File: config.mk
export PLATFORM = sky130hd
export DESIGN_NAME = bus_scheduler
export DESIGN_NICKNAME = d
export VERILOG_FILES = /design/src/rtl/bus_scheduler.sv
export SDC_FILE = /design/constraint.sdc
export NUM_CORES = 1
export LEC_CHECK = 0
export ABC_AREA = 1
export BUFFER_PORTS_ARGS = -buffer_cell sky130_fd_sc_hd__buf_2
export CORE_MARGIN = 5
export CORE_UTILIZATION = 40
export CTS_CLUSTER_SIZE = 14
export DETAILED_ROUTE_END_ITERATION = 10
export GPL_ROUTABILITY_DRIVEN = 0
export HOLD_SLACK_MARGIN = 0.05
export PLACE_DENSITY = 0.63
export SLEW_MARGIN = 15
export SYNTH_ARGS = -nofsm -noshare
export SYNTH_HDL_FRONTEND = slang
export SYNTH_SLANG_ARGS = --single-unit
File: constraint.sdc
create_clock -name sys_clock_i -period 3.6 [get_ports sys_clock_i]
set_input_delay 0.72 -clock sys_clock_i [delete_from_list [all_inputs] [get_ports sys_clock_i]]
set_output_delay 0.72 -clock sys_clock_i [all_outputs]
set_load 0.005 [all_outputs]
File: src/rtl/bus_scheduler.sv
// bus_scheduler
// Time-division scheduler for the shared CPU/RAM/IO bus. Each frame of
// FRAME_CYCLES sys_clock_i periods is one CPU clock cycle. The frame opens
// with a Wishbone slot (cycles 0..WB_SLOT_END). The CPU slot follows and
// runs to the end of the frame.
//
// Ports:
//   sys_clock_i   system clock (only clock)
//   sys_reset_i   synchronous active-high reset
//   wb_req_i      Wishbone bridge access request (sampled at last frame cycle)
//   wb_grant_o    bus owned by the Wishbone bridge for the current slot
//   wb_strobe_o   one-cycle pulse: Wishbone read data valid / write commit
//   wb_ack_o      one-cycle pulse: Wishbone access complete
//   cpu_halt_i    CPU stall request (sampled at CPU_CLOCK_RISE-1)
//   cpu_clock_o   CPU PHI2
//   cpu_be_o      CPU bus enable
//   cpu_ready_o   CPU RDY
//   cpu_strobe_o  one-cycle pulse: CPU access commit point
//   cycle_o       current frame cycle
module bus_scheduler #(
  parameter int FRAME_CYCLES   = 64,
  parameter int WB_SLOT_END    = 15,
  parameter int WB_STROBE_AT   = 12,
  parameter int CPU_CLOCK_RISE = 32,
  parameter int CPU_STROBE_AT  = 60
) (
  input  logic                            sys_clock_i,
  input  logic                            sys_reset_i,
  input  logic                            wb_req_i,
  output logic                            wb_grant_o,
  output logic                            wb_strobe_o,
  output logic                            wb_ack_o,
  input  logic                            cpu_halt_i,
  output logic                            cpu_clock_o,
  output logic                            cpu_be_o,
  output logic                            cpu_ready_o,
  output logic                            cpu_strobe_o,
  output logic [$clog2(FRAME_CYCLES)-1:0] cycle_o
);

  localparam int CW = $clog2(FRAME_CYCLES);

  localparam logic [CW-1:0] LAST_CYC    = CW'(FRAME_CYCLES - 1);
  localparam logic [CW-1:0] SLOT_END    = CW'(WB_SLOT_END);
  localparam logic [CW-1:0] WB_STB_CYC  = CW'(WB_STROBE_AT);
  localparam logic [CW-1:0] CLK_RISE    = CW'(CPU_CLOCK_RISE);
  localparam logic [CW-1:0] HALT_SMP    = CW'(CPU_CLOCK_RISE - 1);
  localparam logic [CW-1:0] CPU_STB_CYC = CW'(CPU_STROBE_AT);

  logic [CW-1:0] cycle_q, cycle_d;
  // slot_q: the Wishbone slot of the current frame is granted.
  // live_q: at least one frame boundary has passed since reset. Before that,
  //         the first Wishbone slot belongs to nobody and the bus is left undriven.
  logic          slot_q, slot_d;
  logic          live_q, live_d;
  logic          wb_grant_q, wb_grant_d;
  logic          wb_strobe_q, wb_strobe_d;
  logic          wb_ack_q, wb_ack_d;
  logic          cpu_clock_q, cpu_clock_d;
  logic          cpu_be_q, cpu_be_d;
  logic          cpu_ready_q, cpu_ready_d;
  logic          cpu_strobe_q, cpu_strobe_d;

  // Outputs are registered, so each one is decoded from the cycle value
  // that the counter is about to take (cycle_d). The slot and ready
  // decisions are also taken from their next-state values.
  always_comb begin
    cycle_d      = cycle_q + 1'b1;  // FRAME_CYCLES is a power of 2, so this wraps
    slot_d       = (cycle_q == LAST_CYC) ? wb_req_i : slot_q;
    live_d       = live_q | (cycle_q == LAST_CYC);
    cpu_ready_d  = (cycle_q == HALT_SMP) ? ~cpu_halt_i : cpu_ready_q;

    wb_grant_d   = slot_d & (cycle_d <= SLOT_END);
    wb_strobe_d  = slot_d & (cycle_d == WB_STB_CYC);
    wb_ack_d     = slot_d & (cycle_d == SLOT_END);
    cpu_clock_d  = (cycle_d >= CLK_RISE);
    cpu_be_d     = (cycle_d > SLOT_END) | (live_d & ~slot_d);
    cpu_strobe_d = (cycle_d == CPU_STB_CYC);
  end

  always_ff @(posedge sys_clock_i) begin
    if (sys_reset_i) begin
      cycle_q      <= '0;
      slot_q       <= 1'b0;
      live_q       <= 1'b0;
      wb_grant_q   <= 1'b0;
      wb_strobe_q  <= 1'b0;
      wb_ack_q     <= 1'b0;
      cpu_clock_q  <= 1'b0;
      cpu_be_q     <= 1'b0;
      cpu_ready_q  <= 1'b0;
      cpu_strobe_q <= 1'b0;
    end else begin
      cycle_q      <= cycle_d;
      slot_q       <= slot_d;
      live_q       <= live_d;
      wb_grant_q   <= wb_grant_d;
      wb_strobe_q  <= wb_strobe_d;
      wb_ack_q     <= wb_ack_d;
      cpu_clock_q  <= cpu_clock_d;
      cpu_be_q     <= cpu_be_d;
      cpu_ready_q  <= cpu_ready_d;
      cpu_strobe_q <= cpu_strobe_d;
    end
  end

  assign cycle_o      = cycle_q;
  assign wb_grant_o   = wb_grant_q;
  assign wb_strobe_o  = wb_strobe_q;
  assign wb_ack_o     = wb_ack_q;
  assign cpu_clock_o  = cpu_clock_q;
  assign cpu_be_o     = cpu_be_q;
  assign cpu_ready_o  = cpu_ready_q;
  assign cpu_strobe_o = cpu_strobe_q;

endmodule

# Word level (Yosys, flattened, before mapping)
# Index checks and enable logic that the tools add are counted.
[totals]
register_bits = 15
wordCells = 28
inputBits = 4
[op_classes]
n_mux = 1
eq_ne = 5
magnitude_cmp = 3
bitwise = 8
add_sub_neg = 1
[ops]
columns = ["cell", "n"]
rows = [
  ["$eq 6x4->1 const B", 2],
  ["$eq 6x6->1 const B", 2],
  ["$add 6x1->6 const B", 1],
  ["$eq 6x5->1 const B", 1],
  ["$ge 6x6->1 const B", 1],
  ["$gt 6x4->1 const B", 1],
  ["$le 6x4->1 const B", 1],
  ["$and 1x1->1", 4],
  ["$not 1->1", 2],
  ["$or 1x1->1", 2],
  ["$mux 1", 1],
]

# Logic depth before layout (Yosys ltp)
# Gate-level depths: netlist (run 1).
[depth]
depth_word = 5
ltp_mapped = 8
ltp_nobuf = 8

# Worst setup path after synthesis (run 1)
# No wires, ideal clock.
[synth_timing]
path_type = "in2reg"
from = "in sys_reset_i"
to = "reg wb_grant_q (netlist: wb_grant_o)"
n_path_buf = 1
arrival_ns = 1.240
setup_time_ns = 0.120
t_required_ns = 3.480
slack_ns = 2.240
cell_stages = 4
path_cell_list = "clkbuf_1 > inv_1 > nand3_1 > nor2_1"
[synth_rtl]
columns = ["element", "line_no", "source"]
rows = [
  ["start, declared", "28", "input logic sys_reset_i,"],
  ["end signal, assigned", "97", "wb_grant_q <= wb_grant_d;"],
  ["end, declared", "56", "logic wb_grant_q, wb_grant_d;"],
]

# Worst setup path after layout (run 1)
[layout_timing]
from = "reg cycle_q[0] (netlist: cycle_o[0])"
to = "out cycle_o[0]"
[layout_rtl]
columns = ["element", "line_no", "source"]
rows = [
  ["start, declared", "50", "logic [CW-1:0] cycle_q, cycle_d;"],
  ["start signal, assigned", "94", "cycle_q <= cycle_d;"],
  ["end, declared", "38", "output logic [$clog2(FRAME_CYCLES)-1:0] cycle_o"],
]
# No word-level cell between the ends.

==> results of run 1 <==
final timing paths:
| check | start | endpoint | slack [ps] | cells after the start |
|---|---|---|---|---|
| max reg2reg | cycle_o[0] | cpu_be_o | 2120 | 8 |
| max | cycle_o[0] | cycle_o[0] | 2010 | 1 |
| min | cpu_ready_o | cpu_ready_o | 480 | 2 |
| min reg2reg | cpu_ready_o | cpu_ready_o | 480 | 2 |
Yosys cell counts:
cell type	n	share of area, %
sky130_fd_sc_hd__nand4_1	2	2.1
sky130_fd_sc_hd__nand2_2	1	1.1
sky130_fd_sc_hd__dfxtp_1	14	47
sky130_fd_sc_hd__o21ai_0	1	0.84
sky130_fd_sc_hd__buf_4	1	1.3
sky130_fd_sc_hd__xor2_1	1	1.5
sky130_fd_sc_hd__and2_1	1	1.1
sky130_fd_sc_hd__ha_1	3	6.3
sky130_fd_sc_hd__inv_1	11	7.0
sky130_fd_sc_hd__nor2_4	1	1.9
sky130_fd_sc_hd__o21bai_2	1	1.9
sky130_fd_sc_hd__nand2_1	12	7.6
sky130_fd_sc_hd__a21oi_1	3	2.5
sky130_fd_sc_hd__nand3_1	8	6.8
sky130_fd_sc_hd__nor2_1	7	4.4
sky130_fd_sc_hd__o21ai_1	1	0.84
sky130_fd_sc_hd__clkbuf_1	1	0.63
sky130_fd_sc_hd__nor3_2	3	5.1
cell families after synthesis:
logic type / count (synthesis) / share of synthesized area [%]
AOI/OAI and AO/OA: 6 / 6.12
and+or+nand+nor: 35 / 30.0
adders and majority gates: 3 / 6.33
DFF: 14 / 47.3
xor gates and xnor gates: 1 / 1.48
buffers and inverters: 13 / 8.86
layer usage:
metal  vias to the layer above  wire, µm
met5                         -         0
met4                         0         0
met3                         0       110
met2                        15       513
met1                       216       487
li1                        263         -
state kept, by name, indices dropped and copies added (netlist names):
signal        cells
cpu_be_o          1
cpu_ready_o       1
cpu_strobe_o      1
cycle_o           6
live_q            1
slot_q            1
wb_ack_o          1
wb_grant_o        1
wb_strobe_o       1
power breakdown:
group,internal [mW],switching (mW)
combinational,0.00597,0.00751
clock,0.0388,0.0447
sequential,0.158,0.00444
total,0.202,0.0566
cell type report:
class                      count  area (µm²)
timing repair buffer          16        80.1
inverter                      11        41.3
fill                         141         647
tap                           15        18.8
multi-input combinational     45         260
clock buffer                   3        22.5
sequential                    14         280
metrics by stage:
stage,hold slack [ps],util (%)
2_1_floorplan,452,-
5_1_grt,497,52.1
3_3_place_gp,465,50.4
3_5_place_dp,474,50.4
4_1_cts,486,52.1
6_report,481,52.1
==> key figures, run 1 <==
Logic synthesis
  • Cells after synthesis: 72
  • Mean instance size in the synthesized netlist: 8.24 µm²
  • Number of distinct library cell variants in the gate-level netlist after synthesis: 18
  • Net Count, Synth: 79
  • Number of register bits inferred by synthesis: 14
  • Seq/Total Area, Yosys: 47.3%
  • Count of warnings emitted by yosys: 0
  • Post-synthesis instance area: 593 µm²

CTS
  • Clock-pin slew of the registers on the worst-case setup and hold paths: 80 ps
  • Num CTS Buffers: 3
  • Clock tree sinks: 14
  • Buffer cell driving the clock tree root: sky130_fd_sc_hd__clkbuf_4
  • Insertion delay to the later sink of the worst-skew pair: 270 ps
  • CTS tree: yes
  • Post-cts hold buffer count: 0
  • Maximum clock insertion buffer count: 2
  • H-Tree Depth: 1
  • Post-cts repair resize count: 0
  • Post CTS Setup Buffer Count: 0

STA
  • Number of hold violations in the final report: 0
  • Final worst slack: 2010 ps
  • Slew Viols, Final: 0
  • Max-slew headroom at the worst pin: 83.7%
  • Worst slew pin tran: 244 ps
  • Final-report setup violation count: 0
  • Final Cycle Share: 44.1%
  • Sum of negative setup slack: 0 ps
  • Worst Skew: 5.85 ps
  • Peak Freq: 630 MHz
  • Final Critical Period: 1590 ps
  • Setup repair after global routing missed its margin: no

Place
  • Port Buf Inserts: 16
  • DP Cell Count: 101
  • Placed cell area: 681 µm²
  • HPWL after detailed placement: 865 µm
  • Worst setup slack before clock tree synthesis: 2140 ps

GRT
  • Pin count of the biggest net entering global routing: 9
  • Most utilized layer in the global route result: met2
  • Global Route met2 Usage: 16.1%
  • Number of antenna violations at the first check in global routing: 0
  • Met1 global-route usage: 12.1%
  • Grt met3 use: 6.42%
  • Via count of the first global-routing pass: 457
  • Gr ovfl total: 0
  • First-pass GRT wire length: 1970 µm
  • Global Route Usage Sum: 10.4%

Cells and area
  • Diode insertion count for antenna repair: 0
  • Fraction of layout cells with a size suffix above 1: 28.1%
  • Commonest non-fill, non-tap cell in the layout: sky130_fd_sc_hd__buf_2
  • Commonest non-fill, non-tap cells in the layout: 16 x sky130_fd_sc_hd__buf_2, 14 x sky130_fd_sc_hd__dfxtp_1, 12 x sky130_fd_sc_hd__nand2_1
  • Final nets: 98
  • Final non-filler cell area: 703 µm²
  • Layout overhead on the synthesized area: 18.6%
  • Non-filler cells in the finished layout: 104

Detailed routing
  • Remaining antenna violation count: 0
  • Vias: 494
  • Pre-antenna DRT Iters: 5
  • Routed via count divided by cell count: 4.75
  • Remaining DRCs: 0
  • Detail-routed net length per standard cell: 10.7 µm
  • Wirelength, routed: 1110 µm
  • DR iter-0 viols: 8

Floorplanning
  • Die span in x: 48.5 µm
  • IO Pins: 17
  • Area of the die: 0.00235 mm²
  • Die outline height: 48.5 µm
  • Placement Rows: 13
  • Effective utilization at floorplan: 43.9%
  • Core Region: 0.00135 mm²

Run status
  • Outcome: finished, final reports clean

Min path
  • Path category of the worst min-delay check: reg -> reg

Critical path
  • Crit-path slowest cell: sky130_fd_sc_hd__dfxtp_1
  • Crit path arrival time: 870 ps
  • Required time of the worst setup path: 2880 ps
  • Worst setup EP type: primary output
  • Cell type group with the largest total delay on the critical path: flip-flops
  • Stage delay of the slowest cell on the critical path: 440 ps
  • Crit path buf inv count: 1
  • Critical Path Source Type: flip-flop
  • Cell-by-cell listing of the critical path: buf_2
  • Largest fanout of any net on the critical path: 7
  • WS Path Type: reg -> out

Power
  • Sum of internal, switching and leakage power: 0.259 mW
  • Pwr Density: 368 mW/mm²
  • Worst voltage drop across the vdd grid: 225 µV
  • Leakage power: 0.359 nW

Run
  • Number of violations of the max-capacitance limit: 0
Power figures use the tool's default switching activity.
==> run 2, diff against run 1 <==
--- a/config.mk
+++ b/config.mk
@@ -13,7 +13,7 @@
 export DETAILED_ROUTE_END_ITERATION = 10
 export GPL_ROUTABILITY_DRIVEN = 0
 export HOLD_SLACK_MARGIN = 0.05
-export PLACE_DENSITY = 0.63
+export PLACE_DENSITY = 0.66
 export SLEW_MARGIN = 15
 export SYNTH_ARGS = -nofsm -noshare
 export SYNTH_HDL_FRONTEND = slang
==> constraint.sdc (replaced) <==
create_clock -name sys_clock_i -period 1.3 [get_ports sys_clock_i]
set_input_delay 0.26 -clock sys_clock_i [delete_from_list [all_inputs] [get_ports sys_clock_i]]
set_output_delay 0.26 -clock sys_clock_i [all_outputs]
set_load 0.005 [all_outputs]
==> run 2 against run 1 <==
Net effect:
- register-to-register slack worse by 2000 ps
- clock skew down 2.6 ps
- sequential share of layout area fell by 2.3 points
- final cell count is 2.9% higher
- global-route usage rose by 0.70 points
==> key figures, run 2 (synthesis results as in run 1) <==
CTS
  • H-Tree Depth: 1 (unchanged)
  • Clock tree sinks: 14 (unchanged)
  • Clock-pin slew of the registers on the worst-case setup and hold paths: 70 ps (about the same)
  • Insertion delay to the later sink of the worst-skew pair: 270 ps (about the same)
  • Num CTS Buffers: 3 (unchanged)
  • Post-cts hold buffer count: 0 (unchanged)
  • Buffer cell driving the clock tree root: sky130_fd_sc_hd__clkbuf_4
  • Maximum clock insertion buffer count: 2 (unchanged)
  • CTS tree: yes

Place
  • Worst setup slack before clock tree synthesis: 17.0 ps (-2120 ps)
  • HPWL after detailed placement: 894 µm (+3.4%)
  • Port Buf Inserts: 16 (unchanged)
  • Placed cell area: 699 µm² (+2.8%)
  • DP Cell Count: 103 (+2.0%)

Critical path
  • Crit path buf inv count: 1 (unchanged)
  • Cell type group with the largest total delay on the critical path: simple AND/OR/NAND/NOR gates
  • Worst setup EP type: flip-flop
  • Required time of the worst setup path: 1520 ps (-1360 ps)
  • Critical register-to-register path startpoint: cycle_o[0]
  • Critical Path Source Type: flip-flop
  • Launching element of the worst setup path: cycle_o[0]
  • Crit path arrival time: 1420 ps (+550 ps)
  • Register-to-Register Path Depth: 8 (unchanged)
  • Terminus of the critical flop-to-flop path: cpu_be_o
  • Cell-by-cell listing of the critical path: ha_4 > nand2_2 > nor2_4 > buf_4 > a21oi_1 > nor2_1 > nand2_1 > nand2_1
  • CP most frequent cell: sky130_fd_sc_hd__nand2_1
  • Crit-path slowest cell: sky130_fd_sc_hd__dfxtp_2
  • Stage delay of the slowest cell on the critical path: 350 ps (-90 ps)
  • Largest fanout of any net on the critical path: 4 (-3)
  • Setup slack on the worst flop-to-flop path: 110 ps (-2010 ps)
  • WS Path Type: reg -> reg

STA
  • Final worst slack: 109 ps (-1900 ps)
  • Peak Freq: 840 MHz
  • Worst slew pin tran: 227 ps (-17.1 ps)
  • Final Cycle Share: 91.6%
  • Number of hold violations in the final report: 0 (unchanged)
  • Max-slew headroom at the worst pin: 84.8% (+1.1 points)
  • Slew Viols, Final: 0 (unchanged)
  • Final-report setup violation count: 0 (unchanged)
  • Final Critical Period: 1190 ps
  • Worst Skew: 3.28 ps (-2.57 ps)

Floorplanning
  • Area of the die: 0.00235 mm² (unchanged)
  • Die span in x: 48.5 µm (unchanged)
  • Placement Rows: 13 (unchanged)
  • Die outline height: 48.5 µm (unchanged)
  • Core Region: 0.00135 mm² (unchanged)
  • Effective utilization at floorplan: 43.9% (unchanged)
  • IO Pins: 17 (unchanged)

Detailed routing
  • Detail-routed net length per standard cell: 11.0 µm (+2.7%)
  • DR iter-0 viols: 8 (unchanged)
  • Routed via count divided by cell count: 4.76 (+0.15%)
  • Wirelength, routed: 1170 µm (+5.7%)
  • Remaining antenna violation count: 0 (unchanged)
  • Vias: 509 (+3.0%)
  • Remaining DRCs: 0 (unchanged)
  • Pre-antenna DRT Iters: 4 (-1)

Cells and area
  • Final non-filler cell area: 753 µm² (+7.1%)
  • Commonest non-fill, non-tap cell in the layout: sky130_fd_sc_hd__buf_2
  • Non-filler cells in the finished layout: 107 (+2.9%)
  • Diode insertion count for antenna repair: 0 (unchanged)
  • Final nets: 101 (+3.1%)
  • Layout overhead on the synthesized area: 27.0%
  • Fraction of layout cells with a size suffix above 1: 37.0% (+8.9 points)
  • Sequential standard cell area: 283 µm² (+0.89%)
  • Core occupancy in the finished layout: 55.8% (+3.7 points)
  • Commonest non-fill, non-tap cells in the layout: 16 x sky130_fd_sc_hd__buf_2, 12 x sky130_fd_sc_hd__dfxtp_1, 11 x sky130_fd_sc_hd__inv_1, 11 x sky130_fd_sc_hd__nand2_1, 7 x sky130_fd_sc_hd__nor2_1
  • Combined area of the multi-input logic cells: 285 µm² (+9.6%)
  • Filler cells: 128 (-9.2%)
  • Max FFs per register: 6 (unchanged)

GRT
  • Via count of the first global-routing pass: 500 (+9.4%)
  • Number of antenna violations at the first check in global routing: 0 (unchanged)
  • First-pass GRT wire length: 2080 µm (+6.0%)
  • Gr ovfl total: 0 (unchanged)
  • Global Route Usage Sum: 11.1% (+0.70 points)
  • Pin count of the biggest net entering global routing: 9 (unchanged)

Run status
  • Outcome: finished, final reports clean

Min path
  • Hold depth: 2 (unchanged)
  • Sink of the worst hold path: cycle_o[0]
  • Hold path startpoint: sys_reset_i
  • Path category of the worst min-delay check: in -> reg

Run
  • Number of violations of the max-capacitance limit: 0 (unchanged)

Power
  • Worst voltage drop across the vdd grid: 610 µV (+170%)
  • Leakage power: 0.382 nW (+6.5%)
  • Sum of internal, switching and leakage power: 0.729 mW (+180%)
  • Pwr Density: 968 mW/mm² (+160%)
## run 2: changes by cell type in the layout (fill, tap and decap cells not counted)
cell,before,now
sky130_fd_sc_hd__buf_4,0,3
sky130_fd_sc_hd__dfxtp_1,14,12
sky130_fd_sc_hd__nand2_2,1,2
sky130_fd_sc_hd__dfxtp_2,0,2
sky130_fd_sc_hd__nand2_1,12,11
sky130_fd_sc_hd__nand3_2,0,2
sky130_fd_sc_hd__nand3_1,8,6
sky130_fd_sc_hd__ha_1,3,2
sky130_fd_sc_hd__ha_4,0,1
## run 2: per-stage QoR
stage / hold slack [ps] / setup TNS, ps
floorplan: 452 / 0
global placement: 477 / 0
detailed placement: 466 / 0
CTS: 240 / 0
global route: 255 / -1.17
finish: 247 / 0
## run 2: timing repair
action / in CTS / in global routing
endpoints found under the setup margin: 0 / 5
resized for setup: 0 / 5
buffers inserted: 0 / 1
## run 2: power by group
group	internal (mW)	switching, mW
combinational	0.0248	0.0285
clock	0.107	0.121
sequential	0.438	0.00957
## run 2: worst max-delay path by stage
stage	to	slack, ps	cells after the start
detailed placement	cpu_be_o	20	8
global route	cpu_be_o	-1	8
global placement	wb_ack_o	40	5
floorplan	cpu_be_o	2	8
finish	cpu_be_o	110	8
CTS	cpu_be_o	10	8
## run 2: layout make-up
class | count | share of cell area [%]
Timing Repair Buffer | 19 | 13.6
Inverter | 11 | 5.48
Clock buffer | 3 | 2.99
Tap cell | 15 | 2.49
Multi-Input combinational cell | 45 | 37.9
Sequential cell | 14 | 37.5
## run 2: metal layers
metal	global-route usage, %	wire length, µm	vias to the layer above	share of wire [%]
met5	0	0	-	0
met4	6.28	22	0	1.9
met1	12.5	514	219	44
met3	6.12	94	4	8.0
li1	-	-	273	-
met2	16.5	543	13	46
==> run 3, diff against run 2 <==
--- a/config.mk
+++ b/config.mk
@@ -13,7 +13,7 @@
 export DETAILED_ROUTE_END_ITERATION = 10
 export GPL_ROUTABILITY_DRIVEN = 0
 export HOLD_SLACK_MARGIN = 0.05
-export PLACE_DENSITY = 0.66
+export PLACE_DENSITY = 0.63
 export SLEW_MARGIN = 15
 export SYNTH_ARGS = -nofsm -noshare
 export SYNTH_HDL_FRONTEND = slang
==> constraint.sdc (replaced) <==
create_clock -name sys_clock_i -period 1.2 [get_ports sys_clock_i]
set_input_delay 0.24 -clock sys_clock_i [delete_from_list [all_inputs] [get_ports sys_clock_i]]
set_output_delay 0.24 -clock sys_clock_i [all_outputs]
set_load 0.005 [all_outputs]
==> run 3 against run 2 <==
Net effect:
- via count up 4.7%
- wire length is 8.4% higher
- highest routed layer unchanged
- clock skew fell by 2.0 ps
- critical endpoint is now wb_strobe_o
==> key figures, run 3 (synthesis results as in run 1) <==
Power
  • Leakage power: 0.407 nW (+6.4%)
  • Internal power component: 0.692 mW (+21%)
  • Total net switching power: 0.194 mW (+21%)
  • Switching power as a share of total power: 21.9% (about the same)
  • Power share of the clock group: 37.2% (+5.8 points)
  • Worst voltage drop across the vdd grid: 702 µV (+15%)
  • Sequential power share: 55.0% (-6.3 points)
  • Pwr Density: 1080 mW/mm² (+11%)
  • Combinational share of power: 7.8% (+0.5 points)

GRT
  • Gr ovfl total: 0 (unchanged)
  • Pin count of the biggest net entering global routing: 9 (unchanged)
  • Via count of the first global-routing pass: 521 (+4.2%)
  • First-pass GRT wire length: 2210 µm (+6.3%)
  • Number of antenna violations at the first check in global routing: 0 (unchanged)
  • Global Route Usage Sum: 11.8% (+0.67 points)

CTS
  • Clock tree sinks: 14 (unchanged)
  • Post-cts hold buffer count: 0 (unchanged)
  • Clock-pin slew of the registers on the worst-case setup and hold paths: 80 ps (about the same)
  • H-Tree Depth: 1 (unchanged)
  • Insertion delay to the later sink of the worst-skew pair: 270 ps (about the same)
  • Num CTS Buffers: 3 (unchanged)
  • Buffer cell driving the clock tree root: sky130_fd_sc_hd__clkbuf_4
  • CTS tree: yes
  • Maximum clock insertion buffer count: 2 (unchanged)

Cells and area
  • Max FFs per register: 6 (unchanged)
  • Layout overhead on the synthesized area: 38.6%
  • Fraction of layout cells with a size suffix above 1: 45.8% (+8.9 points)
  • Commonest non-fill, non-tap cells in the layout: 16 x sky130_fd_sc_hd__buf_2, 11 x sky130_fd_sc_hd__inv_1, 11 x sky130_fd_sc_hd__dfxtp_1
  • Commonest non-fill, non-tap cell in the layout: sky130_fd_sc_hd__buf_2
  • Non-filler cells in the finished layout: 111 (+3.7%)
  • Diode insertion count for antenna repair: 0 (unchanged)
  • Final nets: 104 (+3.0%)
  • Final non-filler cell area: 822 µm² (+9.1%)

Critical path
  • Worst setup EP type: flip-flop
  • Cell type group with the largest total delay on the critical path: simple AND/OR/NAND/NOR gates
  • Crit-path slowest cell: sky130_fd_sc_hd__dfxtp_2
  • Stage delay of the slowest cell on the critical path: 360 ps (about the same)
  • Crit path arrival time: 1410 ps (about the same)
  • Required time of the worst setup path: 1410 ps (-110 ps)
  • Largest fanout of any net on the critical path: 4 (unchanged)
  • Crit path buf inv count: 0 (-1)
  • Critical Path Source Type: flip-flop
  • WS Path Type: reg -> reg
  • Cell-by-cell listing of the critical path: ha_4 > nand3_1 > o21bai_2 > nand3_2 > nor3_2

Floorplanning
  • Area of the die: 0.00235 mm² (unchanged)
  • Core Region: 0.00135 mm² (unchanged)
  • Die outline height: 48.5 µm (unchanged)
  • IO Pins: 17 (unchanged)
  • Placement Rows: 13 (unchanged)
  • Effective utilization at floorplan: 43.9% (unchanged)
  • Die span in x: 48.5 µm (unchanged)

STA
  • Final Cycle Share: 99.9% (+8.3 points)
  • Number of hold violations in the final report: 0 (unchanged)
  • Sum of negative setup slack: 0 ps (unchanged)
  • Max-slew headroom at the worst pin: 85.1% (+0.26 points)
  • Final Critical Period: 1200 ps (+7.99 ps)
  • Worst Skew: 1.23 ps (-2.05 ps)
  • Setup repair after global routing missed its margin: yes
  • Final-report setup violation count: 0 (unchanged)
  • Slew Viols, Final: 0 (unchanged)
  • Worst slew pin tran: 223 ps (-3.41 ps)
  • Peak Freq: 834 MHz (-0.67%)

Run
  • Number of violations of the max-capacitance limit: 0 (unchanged)

Place
  • Port Buf Inserts: 16 (unchanged)
  • Placed cell area: 731 µm² (+4.5%)
  • HPWL after detailed placement: 926 µm (+3.6%)
  • DP Cell Count: 105 (+1.9%)

Detailed routing
  • Routed via count divided by cell count: 4.80 (+0.94%)
  • Detail-routed net length per standard cell: 11.5 µm (+4.5%)
  • Remaining DRCs: 0 (unchanged)
  • DR iter-0 viols: 18 (+10)
  • Vias: 533 (+4.7%)
  • Pre-antenna DRT Iters: 4 (unchanged)
  • Wirelength, routed: 1270 µm (+8.4%)
  • Remaining antenna violation count: 0 (unchanged)

Min path
  • Path category of the worst min-delay check: in -> reg

Run status
  • Outcome: finished, final reports clean
-- run 3: changes by cell type in the layout (fill, tap and decap cells not counted), sizes merged --
cell / previous run / this run
buf: 19 / 22
clkbuf: 3 / 4
-- run 3: repair_timing --
| action | 4_1_cts | 5_1_grt |
|---|---|---|
| setup endpoints to repair | 3 | 8 |
| gates resized for setup | 2 | 7 |
| pin swaps | 1 | 3 |
| buffers inserted | 1 | 1 |
-- run 3: final timing paths --
path              slack (ps)           to  cells past startpoint   startpoint
setup / recovery           1  wb_strobe_o                      5   cycle_o[0]
hold / removal           230   cycle_o[0]                      2  sys_reset_i
setup reg to reg           1  wb_strobe_o                      5   cycle_o[0]
hold reg to reg          470  cpu_ready_o                      2  cpu_ready_o
-- run 3: power by group through the flow --
stage / Sequential, mW / Clock (mW) / Combinational (mW)
3_3_place_gp: 0.495 / 0 / 0.0635
4_1_cts: 0.485 / 0.343 / 0.0660
5_1_grt: 0.489 / 0.366 / 0.0763
3_5_place_dp: 0.495 / 0 / 0.0646
2_1_floorplan: 0.501 / 0 / 0.0242
6_report: 0.487 / 0.330 / 0.0691
-- run 3: stage by stage --
stage / total power, mW / hold WS, ps / utilization [%] / setup slack (ps)
finish: 0.886 / 232 / 60.9 / 1.20
global route: 0.931 / 245 / 60.9 / -101
floorplan: 0.525 / 434 / - / 30.9
CTS: 0.894 / 220 / 57.9 / -37.1
detailed placement: 0.560 / 465 / 54.1 / -18.5
global placement: 0.558 / 457 / 54.1 / -4.43
-- run 3: per-layer routing --
layer  vias to the layer above  track usage (%)  share of wire, %
li1                        275                -                 -
met1                       239             14.0                43
met2                        17             18.5                49
met3                         2             4.59               7.2
met4                         0             5.38               1.0
met5                         -                0                 0
-- run 3: layout make-up --
| type | count | area, µm² |
|---|---|---|
| fill | 131 | 528 |
| multi-input combinational | 45 | 317 |
| sequential | 14 | 284 |
| timing repair buffer | 22 | 125 |
| clock buffer | 4 | 36.3 |
| inverter | 11 | 41.3 |
| tap | 15 | 18.8 |
